==> src/rtl/mem_port_arbiter_pkg.sv <==
// Shared CPU package: arbiter state encoding and datapath widths.
package cpu_pkg;

   // Address/data widths shared with the cpu datapath.
   localparam int CPU_AW = 32;
   localparam int CPU_DW = 32;

   // Memory port arbiter states.
   typedef enum logic [1:0] {
      ARB_IDLE   = 2'd0,
      ARB_BUSY_I = 2'd1,
      ARB_BUSY_D = 2'd2
   } arb_state_t;

endpackage : cpu_pkg

==> src/rtl/mem_port_arbiter_if.sv <==
// Bundle of the fetch port, data port and memory bus seen by the arbiter.
//
// Handshake semantics:
//   cpu side : if_req/d_req are levels held until the matching x_valid pulse
//              (if_req may also drop on if_flush). x_valid is a single-cycle pulse
//              and x_rdata is valid in that cycle. x_stall = x_req & ~x_valid.
//   mem side : mem_req and all mem_* stay stable from the grant edge until the
//              edge on which mem_ready=1 is sampled; mem_ready is ignored while
//              mem_req=0.
interface mem_port_arbiter_if
   import cpu_pkg::*;
#(
   parameter int AW = CPU_AW,
   parameter int DW = CPU_DW
);
   // Fetch port
   logic          if_req;
   logic [AW-1:0] if_addr;
   logic          if_flush;
   logic [DW-1:0] if_rdata;
   logic          if_valid;
   logic          if_stall;
   // Data port
   logic          d_req;
   logic          d_we;
   logic [AW-1:0] d_addr;
   logic [DW-1:0] d_wdata;
   logic [DW-1:0] d_rdata;
   logic          d_valid;
   logic          d_stall;
   // Memory bus
   logic          mem_req;
   logic          mem_we;
   logic [AW-1:0] mem_addr;
   logic [DW-1:0] mem_wdata;
   logic [DW-1:0] mem_rdata;
   logic          mem_ready;

   // Arbiter view.
   modport slave (
      input  if_req, if_addr, if_flush,
      input  d_req, d_we, d_addr, d_wdata,
      input  mem_rdata, mem_ready,
      output if_rdata, if_valid, if_stall,
      output d_rdata, d_valid, d_stall,
      output mem_req, mem_we, mem_addr, mem_wdata
   );

   // Pipeline plus memory view.
   modport master (
      output if_req, if_addr, if_flush,
      output d_req, d_we, d_addr, d_wdata,
      output mem_rdata, mem_ready,
      input  if_rdata, if_valid, if_stall,
      input  d_rdata, d_valid, d_stall,
      input  mem_req, mem_we, mem_addr, mem_wdata
   );

endinterface : mem_port_arbiter_if

==> src/rtl/mem_port_arbiter_prio.sv <==
// Grant select for the shared memory port: data has fixed priority unless the
// fetch port has been passed over STARVE_MAX times in a row.
module mem_arb_prio
   import cpu_pkg::*;
#(
   parameter int STARVE_MAX = 4
) (
   input  logic                               clk,
   input  logic                               rst,
   input  logic                               idle,
   input  logic                               if_req,
   input  logic                               if_flush,
   input  logic                               d_req,
   output logic                               grant_d,
   output logic                               grant_i,
   output logic [$clog2(STARVE_MAX+1)-1:0]    starve_cnt
);

   localparam int            CW      = $clog2(STARVE_MAX + 1);
   localparam logic [CW-1:0] CNT_MAX = CW'(STARVE_MAX);

   logic guard_full;

   // Grant decision, only meaningful while the port is idle; a flush blocks
   // the fetch grant for that cycle only.
   always_comb begin
      guard_full = if_req & (starve_cnt == CNT_MAX);
      grant_d    = idle & d_req & ~guard_full;
      grant_i    = idle & ~grant_d & if_req & ~if_flush;
   end

   // Saturating count of data grants taken while a fetch was waiting.
   always_ff @(posedge clk or negedge rst) begin
      if (!rst) begin
         starve_cnt <= '0;
      end else if (!if_req || grant_i) begin
         starve_cnt <= '0;
      end else if (grant_d && (starve_cnt != CNT_MAX)) begin
         starve_cnt <= starve_cnt + CW'(1);
      end
   end

endmodule : mem_arb_prio

==> src/rtl/mem_port_arbiter.sv <==
// Shares one single-ported, variable-latency memory between instruction fetch
// and load/store. Sequences one access at a time, returns read data to the
// winner and drives the pipeline stall terms.
module mem_port_arbiter
   import cpu_pkg::*;
#(
   parameter int AW         = CPU_AW,
   parameter int DW         = CPU_DW,
   parameter int STARVE_MAX = 4
) (
   input  logic                             clk,
   input  logic                             rst,
   mem_port_arbiter_if.slave                bus,
   output logic [1:0]                       dbg_state,
   output logic [$clog2(STARVE_MAX+1)-1:0]  dbg_starve_cnt
);

   arb_state_t    state_q, state_d;
   logic          idle;
   logic          grant_d, grant_i;
   logic          mem_done;
   logic          flush_pend_q;

   logic          mem_req_q;
   logic          mem_we_q;
   logic [AW-1:0] mem_addr_q;
   logic [DW-1:0] mem_wdata_q;
   logic [DW-1:0] if_rdata_q;
   logic [DW-1:0] d_rdata_q;
   logic          if_valid_q;
   logic          d_valid_q;

   assign idle     = (state_q == ARB_IDLE);
   // mem_ready only counts while a request is actually outstanding.
   assign mem_done = mem_req_q & bus.mem_ready;

   mem_arb_prio #(
      .STARVE_MAX (STARVE_MAX)
   ) u_prio (
      .clk        (clk),
      .rst        (rst),
      .idle       (idle),
      .if_req     (bus.if_req),
      .if_flush   (bus.if_flush),
      .d_req      (bus.d_req),
      .grant_d    (grant_d),
      .grant_i    (grant_i),
      .starve_cnt (dbg_starve_cnt)
   );

   // State register.
   always_ff @(posedge clk or negedge rst) begin
      if (!rst) begin
         state_q <= ARB_IDLE;
      end else begin
         state_q <= state_d;
      end
   end

   // Next state: idle -> busy on a grant, busy -> idle when memory completes.
   always_comb begin
      state_d = state_q;
      case (state_q)
         ARB_IDLE: begin
            if (grant_d) begin
               state_d = ARB_BUSY_D;
            end else if (grant_i) begin
               state_d = ARB_BUSY_I;
            end
         end
         ARB_BUSY_I, ARB_BUSY_D: begin
            if (mem_done) begin
               state_d = ARB_IDLE;
            end
         end
         default: state_d = ARB_IDLE;
      endcase
   end

   // Memory request registers: loaded on the grant edge, held until completion.
   always_ff @(posedge clk or negedge rst) begin
      if (!rst) begin
         mem_req_q   <= 1'b0;
         mem_we_q    <= 1'b0;
         mem_addr_q  <= '0;
         mem_wdata_q <= '0;
      end else if (grant_d) begin
         mem_req_q   <= 1'b1;
         mem_we_q    <= bus.d_we;
         mem_addr_q  <= bus.d_addr;
         mem_wdata_q <= bus.d_wdata;
      end else if (grant_i) begin
         mem_req_q   <= 1'b1;
         mem_we_q    <= 1'b0;
         mem_addr_q  <= bus.if_addr;
         mem_wdata_q <= '0;
      end else if (mem_done) begin
         mem_req_q   <= 1'b0;
         mem_we_q    <= 1'b0;
      end
   end

   // A redirect during a fetch marks its result as stale; cleared at completion.
   always_ff @(posedge clk or negedge rst) begin
      if (!rst) begin
         flush_pend_q <= 1'b0;
      end else if ((state_q == ARB_BUSY_I) && !mem_done) begin
         if (bus.if_flush) begin
            flush_pend_q <= 1'b1;
         end
      end else begin
         flush_pend_q <= 1'b0;
      end
   end

   // Return path: capture read data and pulse the winner's valid for one cycle.
   // A flush arriving in the completion cycle itself also discards the fetch.
   always_ff @(posedge clk or negedge rst) begin
      if (!rst) begin
         if_valid_q <= 1'b0;
         d_valid_q  <= 1'b0;
         if_rdata_q <= '0;
         d_rdata_q  <= '0;
      end else begin
         if_valid_q <= 1'b0;
         d_valid_q  <= 1'b0;
         if (mem_done && (state_q == ARB_BUSY_I)) begin
            if (!(flush_pend_q || bus.if_flush)) begin
               if_valid_q <= 1'b1;
               if_rdata_q <= bus.mem_rdata;
            end
         end else if (mem_done && (state_q == ARB_BUSY_D)) begin
            d_valid_q <= 1'b1;
            if (!mem_we_q) begin
               d_rdata_q <= bus.mem_rdata;
            end
         end
      end
   end

   assign bus.mem_req   = mem_req_q;
   assign bus.mem_we    = mem_we_q;
   assign bus.mem_addr  = mem_addr_q;
   assign bus.mem_wdata = mem_wdata_q;
   assign bus.if_rdata  = if_rdata_q;
   assign bus.if_valid  = if_valid_q;
   assign bus.d_rdata   = d_rdata_q;
   assign bus.d_valid   = d_valid_q;
   assign bus.if_stall  = bus.if_req & ~if_valid_q;
   assign bus.d_stall   = bus.d_req & ~d_valid_q;
   assign dbg_state     = state_q;

endmodule : mem_port_arbiter

==> src/flat_wrapper.sv <==
// flat-port wrapper written by rule: the top's interface ports become plain ports
module mem_port_arbiter_flat import cpu_pkg::*;
#(
   parameter int AW         = CPU_AW,
   parameter int DW         = CPU_DW,
   parameter int STARVE_MAX = 4
)
  (clk, rst, dbg_state, dbg_starve_cnt, bus_if_req, bus_if_addr, bus_if_flush, bus_d_req, bus_d_we, bus_d_addr, bus_d_wdata, bus_mem_rdata, bus_mem_ready, bus_if_rdata, bus_if_valid, bus_if_stall, bus_d_rdata, bus_d_valid, bus_d_stall, bus_mem_req, bus_mem_we, bus_mem_addr, bus_mem_wdata);
  mem_port_arbiter_if #(.AW(AW), .DW(DW)) bus_i ();
  input  logic clk;
  input  logic rst;
  output logic [1:0] dbg_state;
  output logic [$clog2(STARVE_MAX+1)-1:0] dbg_starve_cnt;
  input wire logic [$bits(bus_i.if_req)-1:0] bus_if_req;
  input wire logic [$bits(bus_i.if_addr)-1:0] bus_if_addr;
  input wire logic [$bits(bus_i.if_flush)-1:0] bus_if_flush;
  input wire logic [$bits(bus_i.d_req)-1:0] bus_d_req;
  input wire logic [$bits(bus_i.d_we)-1:0] bus_d_we;
  input wire logic [$bits(bus_i.d_addr)-1:0] bus_d_addr;
  input wire logic [$bits(bus_i.d_wdata)-1:0] bus_d_wdata;
  input wire logic [$bits(bus_i.mem_rdata)-1:0] bus_mem_rdata;
  input wire logic [$bits(bus_i.mem_ready)-1:0] bus_mem_ready;
  output wire logic [$bits(bus_i.if_rdata)-1:0] bus_if_rdata;
  output wire logic [$bits(bus_i.if_valid)-1:0] bus_if_valid;
  output wire logic [$bits(bus_i.if_stall)-1:0] bus_if_stall;
  output wire logic [$bits(bus_i.d_rdata)-1:0] bus_d_rdata;
  output wire logic [$bits(bus_i.d_valid)-1:0] bus_d_valid;
  output wire logic [$bits(bus_i.d_stall)-1:0] bus_d_stall;
  output wire logic [$bits(bus_i.mem_req)-1:0] bus_mem_req;
  output wire logic [$bits(bus_i.mem_we)-1:0] bus_mem_we;
  output wire logic [$bits(bus_i.mem_addr)-1:0] bus_mem_addr;
  output wire logic [$bits(bus_i.mem_wdata)-1:0] bus_mem_wdata;
  assign bus_i.if_req = bus_if_req;
  assign bus_i.if_addr = bus_if_addr;
  assign bus_i.if_flush = bus_if_flush;
  assign bus_i.d_req = bus_d_req;
  assign bus_i.d_we = bus_d_we;
  assign bus_i.d_addr = bus_d_addr;
  assign bus_i.d_wdata = bus_d_wdata;
  assign bus_i.mem_rdata = bus_mem_rdata;
  assign bus_i.mem_ready = bus_mem_ready;
  assign bus_if_rdata = bus_i.if_rdata;
  assign bus_if_valid = bus_i.if_valid;
  assign bus_if_stall = bus_i.if_stall;
  assign bus_d_rdata = bus_i.d_rdata;
  assign bus_d_valid = bus_i.d_valid;
  assign bus_d_stall = bus_i.d_stall;
  assign bus_mem_req = bus_i.mem_req;
  assign bus_mem_we = bus_i.mem_we;
  assign bus_mem_addr = bus_i.mem_addr;
  assign bus_mem_wdata = bus_i.mem_wdata;
  mem_port_arbiter #(.AW(AW), .DW(DW), .STARVE_MAX(STARVE_MAX)) u_core (.clk(clk), .rst(rst), .bus(bus_i), .dbg_state(dbg_state), .dbg_starve_cnt(dbg_starve_cnt));
endmodule
==> config.mk <==
export PLATFORM = sky130hd
export DESIGN_NAME = mem_port_arbiter_flat
export DESIGN_NICKNAME = d
export VERILOG_FILES = /design/src/rtl/mem_port_arbiter_pkg.sv /design/src/rtl/mem_port_arbiter_if.sv /design/src/rtl/mem_port_arbiter_prio.sv /design/src/rtl/mem_port_arbiter.sv /design/src/flat_wrapper.sv
export SDC_FILE = /design/constraint.sdc
export NUM_CORES = 1
export LEC_CHECK = 0
export BUFFER_PORTS_ARGS = -buffer_cell sky130_fd_sc_hd__buf_2
export CORE_UTILIZATION = 50
export CTS_BUF_LIST = sky130_fd_sc_hd__clkbuf_4
export DETAILED_ROUTE_END_ITERATION = 10
export PLACE_DENSITY_LB_ADDON = 0.2
export SETUP_SLACK_MARGIN = 0.02
export SLEW_MARGIN = 5
export SYNTH_ARGS = -nofsm -noshare
export SYNTH_HDL_FRONTEND = slang
export SYNTH_SLANG_ARGS = --single-unit
==> constraint.sdc <==
create_clock -name clk -period 3.7 [get_ports clk]
set_clock_uncertainty 0.05 [all_clocks]
set_input_delay 0.37 -clock clk [delete_from_list [all_inputs] [get_ports clk]]
set_output_delay 0.37 -clock clk [all_outputs]
set_load 0.005 [all_outputs]
==> impl.org <==
** Cells and area
- Fraction of final layout cells with drive strength greater than 1 :: around 47%
- Relative to the synthesized area, the layout overhead comes to 44.0%.
- Summing all flip-flop and latch instances after layout gives between 3000 and 4000 sq um.
- The repair_antennas step left the layout with diodes totalling 0.
- Total Nets Final :: slightly above 900
- Area of the multi-input gates :: approximately 2100 sq um
- Fill cells in the final layout number around 750.
- Final instance area :: about 8300 sq um

** Die
- The initialized floorplan defines 38 standard-cell rows.
- Die Height :: 109 um
- Top-level I/O count :: 274
- Overall die area :: roughly 12,000 sq um
- The initial utilization of the core area, before any placement, comes to 52.2%.
- The core region is 11,000 sq um.
- Measured along the x axis, the die boundary spans approximately 110 um.

** CTS
- TritonCTS built the clock tree.
- Clock-pin slew reported for the worst setup and hold paths after clock tree synthesis :: 0.12 ns
- Latest clock arrival within the worst-skew pair :: 0.54 ns
- The number of setup buffers added after CTS is 0.
- Counting the buffers created by CTS gives 17.
- Root buffer selected by CTS :: clkbuf_4
- H-tree levels :: 4
- Number of buffers added to fix hold violations after cts :: 79
- Max Buffers Root-to-Sink :: 2
- After clock tree synthesis, the repair step resized 0 gates.
- Counting every sink on the clock net gives 138.

** Timing
- Final Hold Fails :: 0
- For the final routed database, the setup TNS stands at 0 ns.
- Timing would allow up to ~370 MHz.
- Headroom to the max-slew limit came out at around 29%.
- The smallest clock period supported by the final layout is computed as approximately 2.7 ns.
- For the pin with the worst max-slew slack, the measured transition is between 1 and 1.5 ns.
- Number of max-slew violations in the final report :: 0
- Of the available clock period, the critical path in the final layout requires between 70% and 80%.
- Setup repair after global routing left no endpoint under its margin.
- Setup violations remaining at the end of the flow were counted as 0.

** Logic synthesis
- Among all flip-flop cells after synthesis, the most frequent one is dfrtp_1.
- After synthesis, the share of flip-flops with an asynchronous set or reset is between 90% and 100%.
- The synthesized design contains 0 enable-type register cells.
- Summing every instance area after synthesis gives approximately 5800 sq um.
- Count of warnings emitted by yosys :: 0
- Mapped Cells :: between 400 and 500
- Cell variety after synth :: 35
- Sequential element share of the synthesized area :: roughly 60%
- The number of nets handed over by synthesis was 593.
- After synthesis the netlist holds a flip-flop and latch count of approximately 140.
- Each instance of the synthesized netlist takes up on average 12.7 sq um.

** Critical path
- The startpoint identified for the worst register-to-register timing path is u_core.dbg_state[1].
- Timing endpoint of the critical path :: u_core.bus.mem_addr[23]
- Arr. time, crit path :: 3.07 ns
- For flop-to-flop paths, the worst setup slack is 1.01 ns.
- Category of the worst setup path launch point :: flip-flop
- Critical path fanouts, max :: 32
- The worst setup path is of the reg -> reg kind.
- Count of cells along the worst register-to-register path :: 6
- STA classifies the critical path endpoint as a flip-flop.
- The endpoint identified for the worst register-to-register timing path is u_core.bus.mem_addr[23].
- Required time of the worst setup path :: 4.09 ns
- The critical path starts at u_core.dbg_state[1].

** GRT
- Remaining global-route overflow :: 0
- Entering global routing, the biggest net connects between 100 and 150 pins.
- Wire length of the first global-routing pass :: between 20,000 and 30,000 um
- Initial antenna violation count :: 0
- The number of global-route vias before repair is 5,178.
- Total global routing track utilization :: between 20% and 30%

** Place
- Number of buffers inserted by port buffering :: 273
- Summing all placed instances gives a cell area of about 7000 sq um.
- Routability Congestion :: about 0.78
- Detailed placement ended at an HPWL of 10,700 um.

** Route
- Total wire length after detailed routing :: 17,100 um
- First-pass DRT Iterations :: 5
- Detail-routed via count per cell :: roughly 5.6
- In this run the remaining antenna-violating nets after routing total 0.
- Dividing the detail-routed wire length by the instance count gives 18.1 um.
- The routed layout has about 5,300 vias.
- Detailed router's first-iteration violation count :: just under 700
- In the routed design, unresolved DRC markers number 0.

** Power
- Leakage power :: 4.10 nW
- In this run the power density over the cells is just over 700 nW/um^2.
- The worst-case IR drop observed on VDD is 0.525 mV.

** Status
- Status :: completed

** Hold path
- Class of the most critical hold timing path :: in -> reg
- Along the worst hold path, the cell count comes to 3.

** Flow run
- Maximum Capacitance Violations :: 0
critical path, stage by stage (launching register included):
cell and delay (ns):
dfrtp_1 0.43, inv_1 0.11, ha_1 0.22, and2_2 0.17, a21o_1 0.82, a31oi_1 0.18, dlygate4sd3_1 0.62
area by class of cell:
cell class	count	share of cell area, %
Tap cell	140	2.11
Clock buffer	17	1.54
Multi-Input combinational cell	267	25.2
Clock inverter	15	2.10
Inverter	7	0.317
Sequential cell	138	41.6
Timing Repair Buffer	362	27.1
cell usage after synthesis, types with 2 or more instances:
cell	n	area, sq um
and3b_1	2	17.5
mux2_2	62	698
ha_1	5	62.6
dfrtp_1	138	3450
nor2b_1	3	18.8
buf_6	3	33.8
a211oi_1	32	240
mux2_1	2	22.5
nand2_1	2	7.51
and2_1	2	12.5
o21ai_0	37	185
nand3_1	35	175
buf_2	15	75.1
clkbuf_2	3	15.0
a21oi_1	5	25.0
a31oi_1	32	200
a22o_1	33	289
inv_1	7	26.3
clkbuf_1	18	67.6
buf_1	2	7.51
logic make-up (layout without fill, tap and decap cells):
kind of cell    after synthesis  count (layout)  synth area share, %
compound gates              145             145                 17.2
fa+ha+maj                     5               5                 1.09
buf+inv                      48             401                 3.91
flops                       138             138                 60.0
mux                          64              64                 12.5
simple gates                 53              53                 5.32
layer usage:
| layer | part of all wire [%] | vias to the layer above | track usage [%] | wire length [um] |
|---|---|---|---|---|
| met1 | 38 | 2622 | 32.8 | 6540 |
| li1 | - | 2392 | - | - |
| met4 | 2.8 | 0 | 13.7 | 487 |
| met5 | 0 | - | 0 | 0 |
| met3 | 7.7 | 44 | 8.36 | 1310 |
| met2 | 51 | 256 | 48.4 | 8790 |
worst min-delay path by stage:
| stage | from | end | slack, ns |
|---|---|---|---|
| after floorplan | rst | u_core.bus.d_rdata[0] | 0.02 |
| after global placement | u_core.bus.d_rdata[4] | u_core.bus.d_rdata[4] | 0.42 |
| after detailed placement | u_core.bus.mem_wdata[9] | u_core.bus.mem_wdata[9] | 0.43 |
| after CTS | bus_d_addr[22] | u_core.bus.mem_addr[22] | 0.00004 |
| after global routing | bus_d_addr[5] | u_core.bus.mem_addr[5] | 0.003 |
| final | bus_d_addr[22] | u_core.bus.mem_addr[22] | 0.05 |
per-stage QoR:
stage          total power [W]  hold slack, ns  util [%]  instances  setup slack, ns
2_1_floorplan          0.00377          0.0244         -        453             1.91
3_3_place_gp           0.00479           0.417      65.3        835             1.32
3_5_place_dp           0.00488           0.428      65.3        835             1.26
4_1_cts                0.00601       0.0000414      75.2        946             1.08
6_report               0.00603          0.0475      75.2        946             1.01
5_1_grt                0.00639         0.00254      75.2        946            0.797
placed cells by master (no fill, tap or decap), types with 2 or more instances in the layout:
cell and count:
a211oi_1 32, a21oi_1 5, a22o_1 33, a31oi_1 32
and3b_1 2, buf_2 272, buf_4 9, bufinv_16 3
clkbuf_4 17, clkinv_1 2, clkinvlp_4 6, dfrtp_1 138
dlygate4sd3_1 79, ha_1 5, inv_1 7, inv_6 2
mux2_1 2, mux2_2 62, nand2_1 2, nand3_1 34
nor2b_1 3, o21ai_0 37
where the power goes:
group	total, W	internal [W]	leakage, nW	switching (W)
sequential	0.00263	0.00222	1.69	0.000411
clock	0.00104	0.000466	0.142	0.000573
combinational	0.00236	0.00124	2.26	0.00112
total	0.00603	0.00392	4.10	0.00211
registers in the layout, summed over array words and instances, names as in the netlist:
name,count
u_core.flush_pend_q,1
u_core.dbg_state,2
u_core.bus.mem_addr,32
u_core.bus.mem_wdata,32
u_core.bus.mem_we,1
u_core.u_prio.starve_cnt,3
u_core.bus.if_rdata,32
u_core.bus.mem_req,1
u_core.bus.d_rdata,32
u_core.bus.d_valid,1
u_core.bus.if_valid,1
Note: power is estimated with default switching activity, not from simulation.
